==> src/rtl/nes_poll_controller.sv <==
// nes_poll_controller: schedules SNES pad reads (auto-poll or on request) with timeout, captures inverted buttons.
// Optional PADPOLL_PRESS_LATCH_EN adds a sticky newly-pressed latch.
module nes_poll_controller #(
  parameter int POLL_DIV    = 833333,
  parameter int TIMEOUT_CYC = 4096,
  parameter int CNT_W       = 20
) (
  input  logic        clk,
  input  logic        reset,
  input  logic        enable,
  input  logic        poll_now,
  input  logic        clear_status,
  output logic        frame,
  input  logic        done,
  input  logic [15:0] nes_state,
  output logic [15:0] pad_state,
  output logic        busy,
  output logic        irq,
  output logic        timeout_flag,
  output logic [15:0] press_latch
);
  localparam int TW = $clog2(TIMEOUT_CYC);
  typedef enum logic [1:0] {IDLE, FRAME, WAIT, CAPTURE} state_t;
  state_t state, state_nx;
  logic [CNT_W-1:0] cnt;
  logic [TW-1:0] timer;
  logic pending, done_q, tick, req, done_rise, expired, abort;
  assign tick = enable && cnt == CNT_W'(POLL_DIV - 1);
  assign req = poll_now | tick | pending;
  assign done_rise = done & ~done_q;
  assign expired = timer == TW'(TIMEOUT_CYC - 1);
  assign abort = state == WAIT && !done_rise && expired;
  assign frame = state == FRAME;
  assign busy = state != IDLE;
  assign irq = state == CAPTURE && ~nes_state != pad_state;
  always_comb begin
    state_nx = state == IDLE  ? (req ? FRAME : IDLE) :
               state == FRAME ? WAIT :
               state == WAIT  ? (done_rise ? CAPTURE : expired ? IDLE : WAIT) : IDLE;
  end
  always_ff @(posedge clk or posedge reset)
    if (reset) begin
      state <= IDLE;
      cnt <= '0;
      timer <= '0;
      pending <= 1'b0;
      done_q <= 1'b0;
      pad_state <= '0;
      timeout_flag <= 1'b0;
    end else begin
      state <= state_nx;
      done_q <= done;
      cnt <= (!enable || tick) ? '0 : cnt + 1'b1;
      // requests seen while a poll is in flight collapse into a single follow-up poll
      pending <= state == IDLE ? 1'b0 : pending | poll_now | tick;
      timer <= state == WAIT ? timer + 1'b1 : '0;
      if (state == CAPTURE) pad_state <= ~nes_state;
      timeout_flag <= abort | (timeout_flag & ~clear_status);
    end
`ifdef PADPOLL_PRESS_LATCH_EN
  always_ff @(posedge clk or posedge reset)
    if (reset) press_latch <= '0;
    else press_latch <= (clear_status ? '0 : press_latch) |
                        (state == CAPTURE ? ~nes_state & ~pad_state : '0);
`else
  assign press_latch = '0;
`endif
endmodule

==> config.mk <==
export PLATFORM = sky130hd
export DESIGN_NAME = nes_poll_controller
export DESIGN_NICKNAME = d
export VERILOG_FILES = /design/src/rtl/nes_poll_controller.sv
export SDC_FILE = /design/constraint.sdc
export NUM_CORES = 1
export LEC_CHECK = 0
export BUFFER_PORTS_ARGS = -buffer_cell sky130_fd_sc_hd__buf_4
export CORE_UTILIZATION = 58
export DETAILED_ROUTE_END_ITERATION = 10
export PLACE_DENSITY = 0.84
export SYNTH_ARGS = -nofsm -noshare
export SYNTH_HDL_FRONTEND = slang
export SYNTH_SLANG_ARGS = --single-unit
==> constraint.sdc <==
create_clock -name clk -period 4.4 [get_ports clk]
set_clock_uncertainty 0.1 [all_clocks]
set_input_delay 0.22 -clock clk [delete_from_list [all_inputs] [get_ports clk]]
set_output_delay 0.22 -clock clk [all_outputs]
set_load 0.005 [all_outputs]
---- Yosys cells after proc, flatten, opt, wreduce, memory -nomap -nowiden ----
Index checks and enable logic that the tools add are counted.
storage, ports and cells
  bits in registers ....................... 53
  input bits .............................. 22
  word-level logic and storage cells ...... 43
operators by class
  add/sub/neg operators ................... 2
  equal/unequal tests ..................... 6
  multiplexer cells ....................... 9
  bitwise logic cells ..................... 10
  reduce and logical (&&, ||, !) cells .... 9
operators with widths
  kind                   number
  $add 20x1->20 const B  1
  $eq 20x20->1 const B   1
  $mux 20                1
  $ne 16x16->1           1
  $not 16->16            1
  $add 12x1->12 const B  1
  $eq 12x12->1 const B   1
  $mux 12                1
  $mux 2                 5
  $or 1x1->1             5
  $eq 2x2->1 const B     2
  $logic_and 1x1->1      4
  $and 1x1->1            2
  $eq 2x1->1 const B     1
  $logic_not 1->1        2
  $logic_not 2->1        1
  $mux 1                 2
  $not 1->1              2
  $reduce_bool 2->1      1
  $logic_or 1x1->1       1

---- Depth between registers and ports, before layout ----
  word-level depth ........................ 6
  gate-level depth with buffers ........... 8

---- Worst setup path before layout ----
OpenSTA, ideal clock, no wires.
  path kind ............................... register to register
  start ................................... register cnt[7]
  end ..................................... register cnt[10]
  data arrival time ....................... 1.821 ns
  setup slack ............................. 2.361 ns
  cell stages (with the launch flop) ...... 7
  buffers on the path ..................... 2
  period minus slack after synthesis ...... 2.039 ns
  cell sequence ........................... dfrtp_1 > or4b_2 > nor4_2 > a21bo_2 > buf_6 > buf_6 > nor2_1
on the way
  word-level cells in the longest chain between the ends .. 4
  elaborated cells between the ends (all ways) .. 5
RTL lines
  element                                                                line  RTL
  start: declaration                                                     25    logic [CNT_W-1:0] cnt;
  start signal: assignment                                               53    cnt <= (!enable || tick) ? '0 : cnt + 1'b1;
  parallel branches: the longest is 3 deep, another holds $add 20x1->20  n/a
  $mux 20 *                                                              53
Every way passes the cells marked *.
A chain may end at the register's enable or synchronous reset.

---- Worst setup path after layout ----
  start ................................... register cnt[7]
  end ..................................... register cnt[13]
Same word-level chain as after synthesis.

==> metrics <==
Root Buffer Master=clkbuf_8; FMAX=0.454 GHz; Post-synth ARST share=100%; kind of critical path=flop to flop; Hold WC Path Type=input port to flop; post-synthesis area per instance=roughly 10 sq um; layout cell share with drive strength beyond 1=19.0%; Mapped Cells=276; via/cell ratio=roughly 5.5; post-layout utilization of the core=70.6%; Clock Sinks=53; Leak=0.00142 uW; RePlAce Congestion=about 0.81; Net Sw Power=441 uW; Port Buffers=between 40 and 50; fin crit share=50.1%; clock buffer count from CTS=5; crit-path max cell delay=670 ps; yosys warns=0; Synth top area share=48.9%; Max FO, Critical Path=19; DRC Markers=0; routed vias=about 2000; delay-heaviest family, CP=simple AND/OR/NAND/NOR gates; P per Cell Area=466 nW/um^2; placed cell count=about 360; DR iter-0 viols=between 80 and 90; CTS max path bufs=2; DIE AREA=4960 sq um; fin. max-slew vios=0; status=completed; die width=70.4 microns; Seq/Total Area, Yosys=48.9%; first-pass GRT wire length=8730 microns; Sequential Power Share=46.4%; post-CTS sizing=0; htree depth=2; CTS clock-pin slew for the worst setup and hold paths=roughly 100 ps; die height=about 70 microns; vias in the first global route=around 2000; internal power=~1000 uW; CP startpoint kind=flop; n_diodes=0; top post-synthesis cells by area=dfrtp_1 (49%), xor2_1 (7.4%), xnor2_1 (5.5%), nor2_1 (4.7%), buf_4 (4.4%); Slew Limit Headroom=27.9%; Tightest Pin Transition=between 1000 and 1500 ps; WL per Instance=~14 microns; CP Capture Type=flop; final WL=approximately 5100 microns; Cell variety after synth=41; Finished Cell Area=around 3100 sq um; Register Area=1330 sq um; Final setup viols=0; MaxCap Viol Count=0; top_reg_cell synth=dfrtp_1; Initial DRT Pass Iterations=5; Tmin final=about 2200 ps; RSZ-0062 raised after global routing=false; synthesis-to-layout area growth=14.9%; initial antenna violation count=0; CTS tree=built; Initial Util=61.5%; top cell type by total area after synthesis=dfrtp_1; Comb power frac=27.2%; Syn Std Cell Area=2710 sq um; core area=4410 sq um; number of enable flip-flop cells after synthesis=0; CP Cell Sequence=or4b_2 -> nor4_2 -> a21bo_2 -> nor2_1; CP arrival=2280 ps; Cell Rows=24; NumNets Final=340; I/O pin total=58; WP data required=4480 ps; area of the multi-input gates=1240 sq um; GRT Util Overall=22.1%; Max VDD drop=220 uV; Worst-Skew Late Latency=310 ps; final hold vios=0; clock group share of total power=26.4%; synthesized flop and latch total=53; post-route insts no fill=roughly 370; setup TNS=0 ps; Post-DP Area=2970 sq um; Final ANT Viol Nets=0; Crit-path slowest cell=or4b_2; total setup buffers inserted after CTS=0; worst path bufs/invs=0; detailed placement HPWL=3670 microns; Remaining Overflow, GRT=0; Filler Cell Count=approximately 340; pin count of the biggest net entering global routing=54; Net Sw Frac=30.4%
==> worst reg2reg max path, stage by stage, from the launching register on <==
cell and delay, ps:
dfrtp_1 470, or4b_2 670, nor4_2 310, a21bo_2 430, nor2_1 110
==> logic make-up after synthesis <==
logic type	count (synthesis)	synth area share [%]
AOI/OAI and AO/OA	28	6.04
xor gates and xnor gates	40	12.9
adders and majority gates	3	1.38
buffers and inverters	33	7.33
DFF	53	48.9
muxes	1	0.369
other	1	0.138
and+or+nand+nor	117	23.0
==> cell usage in the layout (no fill, tap or decap), types with 10 or more instances in the layout <==
cell type  Yosys  final
xnor2_1       17     17
nand4_1       12     12
buf_4         16     41
nand3_1       10     10
nand2_1       26     26
conb_1         1     16
o21ai_0       18     18
nor2_1        34     34
dfrtp_1       53     53
xor2_1        23     23
==> worst paths after layout <==
kind	from	to	slack, ps	cells after the start
worst min-delay path	nes_state[10]	pad_state[10]	8	2
min in group asynchronous	reset	state[1]	80	2
worst min register to register	timer[0]	timer[0]	400	1
max in group asynchronous	reset	timer[1]	3440	2
worst max-delay path	cnt[7]	cnt[13]	2200	4
worst max register to register	cnt[7]	cnt[13]	2200	4
==> cells in the mapped netlist (2+ instances only) <==
cell type,number
dfrtp_1,53
o21ai_0,18
nand3_1,10
nand4_4,2
nor4_1,6
or3_1,2
buf_4,16
nor3_1,7
inv_1,8
xnor2_1,17
buf_6,2
ha_1,3
xor2_1,23
nand2_1,26
nand2b_1,3
nand4_1,12
and3_1,3
or4_4,2
a21oi_1,3
nor2_1,34
clkbuf_1,6
==> layer usage <==
metal / routed length, microns / GRT usage (%)
met5: 0 / 0
met4: 70 / 7.11
met3: 265 / 4.76
met2: 2520 / 38.2
met1: 2210 / 27.4
==> power groups by stage <==
| stage | Sequential, uW | Combinational (uW) | Clock, uW |
|---|---|---|---|
| after global placement | 677 | 382 | 0 |
| after global routing | 691 | 444 | 405 |
| final | 674 | 395 | 383 |
| after floorplan | 677 | 216 | 0 |
| after detailed placement | 684 | 398 | 0 |
| after CTS | 674 | 400 | 389 |
==> flip-flops by register name, summed over array words and instances (netlist names) <==
register	flops
cnt	20
pad_state	16
timer	12
state	2
done_q	1
pending	1
timeout_flag	1
==> area by class of cell <==
type,count,area share [%]
timing repair buffer,42,10.2
clock buffer,5,2.21
multi-input combinational,205,39.9
clock inverter,3,2.09
inverter,8,0.963
sequential,53,42.5
tap,52,2.09
==> stage by stage <==
step	hold slack [ps]	total power (uW)	setup slack [ps]
finish	8.22	1450	2200
global route	9.22	1540	2070
CTS	6.03	1460	2190
detailed placement	250	1080	2200
global placement	250	1060	2270
floorplan	151	893	2360
==> repair_timing <==
action | CTS | global route
endpoints found under the setup margin | 0 | 0
hold buffers | 1 | 0
endpoints found under the hold margin | 1 | 0
Power figures use the tool's default switching activity.
